==> src/rtl/aes_ctrl_pkg.sv <==
// ---------------------------------------------------------------------------
// aes_ctrl_pkg
// Shared definitions for the AES job controller:
//   - controller state encoding (state_e)
//   - datapath widths (AES_BLK_W, ADDR_W, IDX_W, WDT_W)
//   - default NBLK / TIMEOUT values used by aes_ctrl
//   - blk_addr(): 8-bit wrapping block address helper
// ---------------------------------------------------------------------------
package aes_ctrl_pkg;

  localparam int AES_BLK_W   = 128;
  localparam int ADDR_W      = 8;
  localparam int IDX_W       = 4;
  localparam int WDT_W       = 16;
  localparam int NBLK_DEF    = 4;
  localparam int TIMEOUT_DEF = 255;

  typedef enum logic [3:0] {
    IDLE,
    KEY_LD,
    KEY_WAIT,
    RD,
    RD_WAIT,
    CORE_GO,
    CORE_WAIT,
    WR,
    NEXT
  } state_e;

  // Base plus block index; the sum is truncated to ADDR_W so 0xFF rolls to 0x00.
  function automatic logic [ADDR_W-1:0] blk_addr(input logic [ADDR_W-1:0] base,
                                                 input logic [IDX_W-1:0]  idx);
    return base + ADDR_W'(idx);
  endfunction

endpackage

==> src/rtl/aes_ctrl_wdt.sv <==
// ---------------------------------------------------------------------------
// aes_ctrl_wdt
// Per-state watchdog counter for aes_ctrl (only built with AES_CTRL_WDT_EN).
// Ports:
//   clk, n_rst  : clock, asynchronous active-low reset
//   clear       : return the count to zero (controller not in a wait state)
//   enable      : count this cycle (controller in a wait state)
//   limit       : number of enabled cycles allowed before expiry
//   expired     : high during the limit-th consecutive enabled cycle
// ---------------------------------------------------------------------------
module aes_ctrl_wdt #(
  parameter int CNT_W = 16
) (
  input  logic             clk,
  input  logic             n_rst,
  input  logic             clear,
  input  logic             enable,
  input  logic [CNT_W-1:0] limit,
  output logic             expired
);

  logic [CNT_W-1:0] cnt_q, cnt_d;

  // The count saturates so a stalled responder can never wrap it back below
  // the limit.
  always_comb begin
    cnt_d = cnt_q;
    if (clear) begin
      cnt_d = '0;
    end else if (enable && (cnt_q != '1)) begin
      cnt_d = cnt_q + CNT_W'(1);
    end
  end

  always_ff @(posedge clk or negedge n_rst) begin
    if (!n_rst) begin
      cnt_q <= '0;
    end else begin
      cnt_q <= cnt_d;
    end
  end

  // Compared one bit wider so a limit of zero or all-ones behaves sanely.
  assign expired = enable &&
                   (({1'b0, cnt_q} + (CNT_W + 1)'(1)) >= {1'b0, limit});

endmodule

==> src/rtl/aes_ctrl.sv <==
// ---------------------------------------------------------------------------
// aes_ctrl
// Sequences an AES job: load the key into the core, then for each of NBLK
// blocks read it from block memory, run it through the core and write the
// result back.
// Parameters:
//   NBLK    : blocks per job (1..16)
//   TIMEOUT : watchdog limit in cycles per wait state
// Ports:
//   clk, n_rst                        : clock, asynchronous active-low reset
//   start, mode, usr_key,
//   usr_addr, usr_loc                 : job request, captured when accepted
//   done                              : high while idle
//   mem_addr/rd/wr/wdata/rdata/rvalid : block memory port
//   core_key_ld/go/mode/key/din/
//   dout/ready                        : AES core port
//   err                               : sticky watchdog abort flag
// Build option: define AES_CTRL_WDT_EN to include the watchdog; otherwise
// the wait states wait indefinitely and err is tied to 0.
// ---------------------------------------------------------------------------
module aes_ctrl
  import aes_ctrl_pkg::*;
#(
  parameter int NBLK    = NBLK_DEF,
  parameter int TIMEOUT = TIMEOUT_DEF
) (
  input  logic                 clk,
  input  logic                 n_rst,
  input  logic                 start,
  input  logic                 mode,
  input  logic [AES_BLK_W-1:0] usr_key,
  input  logic [ADDR_W-1:0]    usr_addr,
  input  logic [ADDR_W-1:0]    usr_loc,
  output logic                 done,
  output logic [ADDR_W-1:0]    mem_addr,
  output logic                 mem_rd,
  output logic                 mem_wr,
  output logic [AES_BLK_W-1:0] mem_wdata,
  input  logic [AES_BLK_W-1:0] mem_rdata,
  input  logic                 mem_rvalid,
  output logic                 core_key_ld,
  output logic                 core_go,
  output logic                 core_mode,
  output logic [AES_BLK_W-1:0] core_key,
  output logic [AES_BLK_W-1:0] core_din,
  input  logic [AES_BLK_W-1:0] core_dout,
  input  logic                 core_ready,
  output logic                 err
);

  localparam logic [IDX_W-1:0] LAST_IDX = IDX_W'(NBLK - 1);

  state_e                 state_q, state_d;
  logic                   mode_q, mode_d;
  logic [AES_BLK_W-1:0]   key_q, key_d;
  logic [ADDR_W-1:0]      src_q, src_d;
  logic [ADDR_W-1:0]      dst_q, dst_d;
  logic [IDX_W-1:0]       idx_q, idx_d;
  logic [AES_BLK_W-1:0]   blk_q, blk_d;
  logic [AES_BLK_W-1:0]   res_q, res_d;
  logic                   wdt_hit;

  // Next-state and strobe decode. Strobes are pure functions of the state so
  // at most one can be high in any cycle, and all drop the instant reset
  // forces the state back to IDLE. Responses are only looked at in their own
  // wait state; a watchdog expiry abandons the rest of the job. The
  // block-advance decision is taken in the write cycle so each block costs
  // five cycles; NEXT is only a recovery encoding that returns to IDLE.
  always_comb begin
    state_d     = state_q;
    mode_d      = mode_q;
    key_d       = key_q;
    src_d       = src_q;
    dst_d       = dst_q;
    idx_d       = idx_q;
    blk_d       = blk_q;
    res_d       = res_q;
    done        = 1'b0;
    mem_rd      = 1'b0;
    mem_wr      = 1'b0;
    core_go     = 1'b0;
    core_key_ld = 1'b0;
    mem_addr    = '0;
    case (state_q)
      IDLE: begin
        done = 1'b1;
        if (start) begin
          mode_d  = mode;
          key_d   = usr_key;
          src_d   = usr_addr;
          dst_d   = usr_loc;
          idx_d   = '0;
          state_d = KEY_LD;
        end
      end
      KEY_LD: begin
        core_key_ld = 1'b1;
        state_d     = KEY_WAIT;
      end
      KEY_WAIT: begin
        if (core_ready) begin
          state_d = RD;
        end else if (wdt_hit) begin
          state_d = IDLE;
        end
      end
      RD: begin
        mem_rd   = 1'b1;
        mem_addr = blk_addr(src_q, idx_q);
        state_d  = RD_WAIT;
      end
      RD_WAIT: begin
        if (mem_rvalid) begin
          blk_d   = mem_rdata;
          state_d = CORE_GO;
        end else if (wdt_hit) begin
          state_d = IDLE;
        end
      end
      CORE_GO: begin
        core_go = 1'b1;
        state_d = CORE_WAIT;
      end
      CORE_WAIT: begin
        if (core_ready) begin
          res_d   = core_dout;
          state_d = WR;
        end else if (wdt_hit) begin
          state_d = IDLE;
        end
      end
      WR: begin
        mem_wr   = 1'b1;
        mem_addr = blk_addr(dst_q, idx_q);
        if (idx_q == LAST_IDX) begin
          state_d = IDLE;
        end else begin
          idx_d   = idx_q + IDX_W'(1);
          state_d = RD;
        end
      end
      default: begin
        state_d = IDLE;
      end
    endcase
  end

  always_ff @(posedge clk or negedge n_rst) begin
    if (!n_rst) begin
      state_q <= IDLE;
      mode_q  <= 1'b0;
      key_q   <= '0;
      src_q   <= '0;
      dst_q   <= '0;
      idx_q   <= '0;
      blk_q   <= '0;
      res_q   <= '0;
    end else begin
      state_q <= state_d;
      mode_q  <= mode_d;
      key_q   <= key_d;
      src_q   <= src_d;
      dst_q   <= dst_d;
      idx_q   <= idx_d;
      blk_q   <= blk_d;
      res_q   <= res_d;
    end
  end

  assign core_key  = key_q;
  assign core_mode = mode_q;
  assign core_din  = blk_q;
  assign mem_wdata = res_q;

`ifdef AES_CTRL_WDT_EN
  logic in_wait;
  logic err_q, err_d;

  assign in_wait = (state_q == KEY_WAIT) || (state_q == RD_WAIT) ||
                   (state_q == CORE_WAIT);

  // Leaving a wait state clears the count, so each wait gets a fresh budget.
  aes_ctrl_wdt #(
    .CNT_W (WDT_W)
  ) u_wdt (
    .clk     (clk),
    .n_rst   (n_rst),
    .clear   (!in_wait),
    .enable  (in_wait),
    .limit   (WDT_W'(TIMEOUT)),
    .expired (wdt_hit)
  );

  // err stays set across the return to IDLE and is only cleared when the
  // next job is accepted.
  always_comb begin
    err_d = err_q;
    if ((state_q == IDLE) && start) begin
      err_d = 1'b0;
    end else if (wdt_hit) begin
      err_d = 1'b1;
    end
  end

  always_ff @(posedge clk or negedge n_rst) begin
    if (!n_rst) begin
      err_q <= 1'b0;
    end else begin
      err_q <= err_d;
    end
  end

  assign err = err_q;
`else
  logic unused_timeout;

  assign unused_timeout = ^TIMEOUT;
  assign wdt_hit        = 1'b0;
  assign err            = 1'b0;
`endif

endmodule

==> config.mk <==
export PLATFORM = sky130hd
export DESIGN_NAME = aes_ctrl
export DESIGN_NICKNAME = d
export VERILOG_FILES = /design/src/rtl/aes_ctrl_pkg.sv /design/src/rtl/aes_ctrl_wdt.sv /design/src/rtl/aes_ctrl.sv
export SDC_FILE = /design/constraint.sdc
export NUM_CORES = 1
export LEC_CHECK = 0
export ABC_CLOCK_PERIOD_IN_PS = 8360
export BUFFER_PORTS_ARGS = -buffer_cell sky130_fd_sc_hd__buf_2
export CAP_MARGIN = 30
export CORE_AREA = 2 2 317 319
export CTS_CLUSTER_SIZE = 12
export DETAILED_ROUTE_END_ITERATION = 16
export DIE_AREA = 0 0 319 321
export GPL_TIMING_DRIVEN = 0
export PLACE_DENSITY = 0.45
export SLEW_MARGIN = 5
export SYNTH_ARGS = -nofsm -noshare
export SYNTH_HDL_FRONTEND = slang
export SYNTH_SLANG_ARGS = --single-unit
export TNS_END_PERCENT = 100
==> constraint.sdc <==
create_clock -name clk -period 8.36 [get_ports clk]
set_input_delay 1.254 -clock clk [delete_from_list [all_inputs] [get_ports clk]]
set_output_delay 1.254 -clock clk [all_outputs]
set_load 0.1 [all_outputs]
## Word level (Yosys, flattened, before mapping)

Index checks and enable logic that the tools add are counted.

| operators by class | value |
|---|---|
| add/sub/neg operators | 3 |
| $mul | 0 |
| div/mod/pow operators | 0 |
| order comparisons | 0 |
| eq/ne operators | 13 |
| shift operators | 0 |
| multiplexer cells | 15 |
| bitwise gates (word level) | 0 |
| reduce and logical (&&, ||, !) cells | 7 |

Operators with widths:

| cell | count |
|---|---|
| 4-bit one-hot mux with 8 select lines | 1 |
| 4-bit two-way mux | 6 |
| 8-bit by 4-bit adder with 8-bit output | 2 |
| 4-bit by 3-bit equality test with 1-bit output (second input constant) | 4 |
| 8-bit one-hot mux with 2 select lines | 1 |
| 4-bit by 2-bit equality test with 1-bit output (second input constant) | 3 |
| 2-bit inequality test (second input constant) | 5 |
| 4-bit one-hot mux with 2 select lines | 1 |
| 2-bit AND reduction | 3 |
| 1-bit two-way mux | 5 |
| 4-bit by 1-bit adder with 4-bit output (second input constant) | 1 |
| 4-bit by 1-bit equality test with 1-bit output (second input constant) | 1 |
| 4-bit zero test | 1 |
| 4-bit AND reduction | 1 |
| 3-bit AND reduction | 1 |
| 2-bit two-way mux | 1 |
| 2-bit nonzero test | 1 |

| storage, ports and cells | value |
|---|---|
| flip-flop bits (word level) | 409 |
| latch bits | 0 |
| RAM bits | 0 |
| bits in read-only memories | 0 |
| input port bits | 406 |
| output and inout bits | 399 |
| logic and storage cells | 46 |
| memories kept | 0 |

## Logic depth before layout (Yosys ltp)

| depth | value |
|---|---|
| depth in word-level cells | 3 |
| depth in mapped cells | 12 |
| mapped depth without buffers | 11 |

## Worst setup path after synthesis

OpenSTA, ideal clock, no wires.

| path | value |
|---|---|
| path type | flip-flop to output port |
| from | register state_q[0] |
| to | output mem_addr[7] |
| data arrival time | 4.587 ns |
| required time | 7.106 ns |
| path slack | 2.519 ns |
| stages on the path, launching flop included | 11 |
| path buffers | 1 |
| cells stage by stage | dfrtp_1 -> buf_4 -> nand3_2 -> clkinv_1 -> nand2_1 -> nand2_1 -> ha_1 -> o21ai_0 -> o21a_1 -> o31a_1 -> nor3_1 |

| between the ends | value |
|---|---|
| word-level cells in the longest chain between the ends | 2 |
| elaborated cells on any way between the ends | 3 |
| classes of those cells | eq/ne (2); mux (1) |

RTL lines:

| element | line | source |
|---|---|---|
| start: declaration | aes_ctrl.sv:53 | `state_e state_q, state_d;` |
| start signal: assignment | aes_ctrl.sv:159 | `state_q <= state_d;` |
| 4-bit by 3-bit equality test with 1-bit output or 4-bit by 2-bit equality test with 1-bit output (tied branches) | aes_ctrl.sv:84 | `case (state_q)` |
| 8-bit one-hot mux with 2 select lines * | aes_ctrl.sv:84 |  |
| end: declaration | aes_ctrl.sv:35 | `output logic [ADDR_W-1:0] mem_addr,` |

Mark *: on every way between the ends. The rest lies on a longest branch, timed or not.

## Worst setup path after layout

Ends and elaborated chain as after synthesis.

==> results.py <==
metrics = {
    "synthesis": {
        "yosysUniqueCellTypes": 42,
        "synthArstFlopShare": 1.00,
        "syn_avg_cell_area_sq_um": 16.4,
        "synth_cells": 955,
        "synth_area_sq_um": 15600,
        "synth-seq-cells": 408,
        "synth_top_area_cell": "dfrtp_1",
        "ys_top_cells_by_area": "dfrtp_1, mux2_2, buf_2",
        "synth_top_area_share": 0.653,
        "synth_edf_count": 0,
        "synth-seq-area-share": 0.653,
        "synth_flop_cell": "dfrtp_1",
        "syn-num-nets": 1367,
        "ys_warn_count": 0,
    },
    "worst_hold_path": {
        "hold_class": "reg -> reg",
        "hold_path_depth": 1,
        "min_from": "core_key[94]",
    },
    "routing": {
        "wl_um": 53300,
        "num_vias": 11300,
        "ant_nets": 0,
        "via_per_inst": 3.59,
        "drt_iter0_drc": 362,
        "drt-pass1-iter-count": 4,
        "drc": 0,
        "wl_per_cell_um": 16.9,
    },
    "worst_setup_path": {
        "worstPathArrival_ps": 3680,
        "cp.depth": 11,
        "start_kind": "flop",
        "cp.required_ps": 7110,
        "critPathMaxFanout": 10,
        "critPathLaunch": "state_q[0]",
        "ff2ff_path_depth": 5,
        "end_kind": "output port",
        "path_cells": "buf_4 > nand3_2 > clkinv_1 > nand2_1 > nand2_1 > ha_1 > o21ai_0 > o21a_1 > o31a_1 > nor3_1 > buf_2",
        "path_buf_inv": 3,
        "crit_family": "buffers and inverters",
        "r2r-start": "state_q[1]",
        "slowest_delay_ps": 510,
        "cpMostUsedCell": "nand2_1",
        "crit_slowest_cell": "buf_2",
        "worst-setup-path-type": "reg -> out",
    },
    "layout": {
        "fill_cells": 10600,
        "nets": 2223,
        "stdcell_count": 3150,
        "area_delta_synth_final_pct": 46.7,
        "drive_above_1_share": 0.719,
    },
    "cts": {
        "cts_resized": 0,
        "clockBufferDepth": 3,
        "cts_root_buf": "clkbuf_16",
        "numCtsBuffers": 48,
        "clk_latency_ps": 580,
        "htree_levels": 2,
        "cts_tree": "done",
        "cts.sinks": 408,
        "postCtsSetupBuffers": 0,
        "ctsHoldBuffers": 0,
        "cts.clk_slew.worst_paths_ps": 60,
    },
    "global_routing": {
        "track_usage": 0.0996,
        "grt_max_degree": 116,
        "grt_pass1_wl_um": 77400,
        "grt_overflow": 0,
        "grt_pass1_vias": 12300,
        "antenna_found_initial": 11,
    },
    "timing": {
        "worst_slack_ps": 3430,
        "finalSetupViolCount": 0,
        "fin_crit_ps": 4930,
        "fin_crit_sh": 0.590,
        "report.final.slew_viol_count": 0,
        "grt_setup_unrepaired": "false",
        "clock_skew_ps": 14.5,
        "fmax_ghz": 0.203,
        "whs_ps": 488,
        "hold_viol": 0,
        "max-slew-margin-rel": 0.509,
        "tightest_slew_ps": 735,
    },
    "status": {
        "status": "completed",
    },
    "die": {
        "dieArea_sq_um": 102000,
        "die_w_um": 319,
        "io_pins": 805,
        "dieHeight_um": 321,
        "fp-row-count": 116,
        "initial_core_util": 0.157,
        "coreArea_sq_um": 99300,
    },
    "run": {
        "maxCapViolCount": 0,
    },
    "placement": {
        "pre_cts_slack_ps": 4030,
        "placedCellCount": 3059,
        "port_buffers": 803,
        "gp_congestion": 0.901,
        "place_hpwl_um": 42500,
    },
}
[flip-flops by register name, summed over array words and instances, names as in the netlist]
signal     count
idx_q          4
src_q          8
core_key     128
state_q        3
core_mode      1
dst_q          8
mem_wdata    128
core_din     128
[Yosys cell counts (all sizes together), types with 2 or more instances]
master,count
and2,2
inv,5
buf,49
clkbuf,2
dfrtp,408
o21a,2
mux2i,4
nand2,18
xnor2,2
nor3,8
a21oi,5
a211oi,3
nor2,9
o21ai,4
nor3b,3
ha,5
mux2,403
nor2b,4
nor4,2
[through the flow]
| step | TNS (ps) | area (sq um) | util |
|---|---|---|---|
| global route | 0 | 22900 | 0.231 |
| detailed placement | 0 | 21400 | 0.215 |
| CTS | 0 | 22900 | 0.231 |
| floorplan | 0 | 15600 | - |
| finish | 0 | 22900 | 0.231 |
| global placement | -843960 | 21300 | 0.214 |
[final cells by class]
cell class | count | area (sq um) | area share
tap | 1298 | 1620 | 0.0709
timing repair buffer | 806 | 4110 | 0.179
clock inverter | 12 | 87.6 | 0.00382
buffer | 51 | 297 | 0.0129
sequential | 408 | 10200 | 0.445
clock buffer | 72 | 1450 | 0.0634
inverter | 6 | 22.5 | 0.000983
antenna | 7 | 17.5 | 0.000764
multi-input combinational | 490 | 5100 | 0.222
[layer usage]
layer	vias up	part of all wire	track usage
met3	101	0.084	0.0363
met2	528	0.51	0.175
met4	2	0.046	0.0509
met5	-	0.00013	0
li1	5086	-	-
met1	5598	0.36	0.104
[cell usage in the layout (no fill, tap or decap), drive strengths merged, types with 2 or more instances in the layout]
cell type	count
ha	5
mux2	403
buf	855
nor2	9
mux2i	4
a21oi	5
diode	7
clkbuf	74
and2	2
o21a	2
a211oi	3
o21ai	4
nor2b	4
inv	5
nor3	8
nand2	18
nor3b	3
clkinv	11
xnor2	2
dfrtp	408
nor4	2
[logic make-up (layout without fill, tap and decap cells)]
family / Yosys count / after routing / share of synthesized area
flops: 408 / 408 / 0.653
mux: 407 / 407 / 0.293
buf+inv: 57 / 947 / 0.0204
simple gates: 52 / 52 / 0.0170
compound gates: 21 / 21 / 0.00873
fa+ha+maj: 6 / 6 / 0.00528
xor+xnor: 3 / 3 / 0.00168
other cells: 1 / 8 / 0.000240
[path summary, 6_finish.rpt]
| kind | slack [ps] | endpoint |
|---|---|---|
| max in group asynchronous | 6100 | core_key[23] |
| worst min-delay path | 490 | core_key[94] |
| worst max-delay path | 3430 | mem_addr[7] |
| worst max register to register | 5830 | mem_wdata[49] |
| worst min register to register | 490 | core_key[94] |
| min in group asynchronous | 640 | core_din[45] |
Power is not shown: default switching activity piles up to over one toggle a cycle in this logic, so the estimate is an artifact.
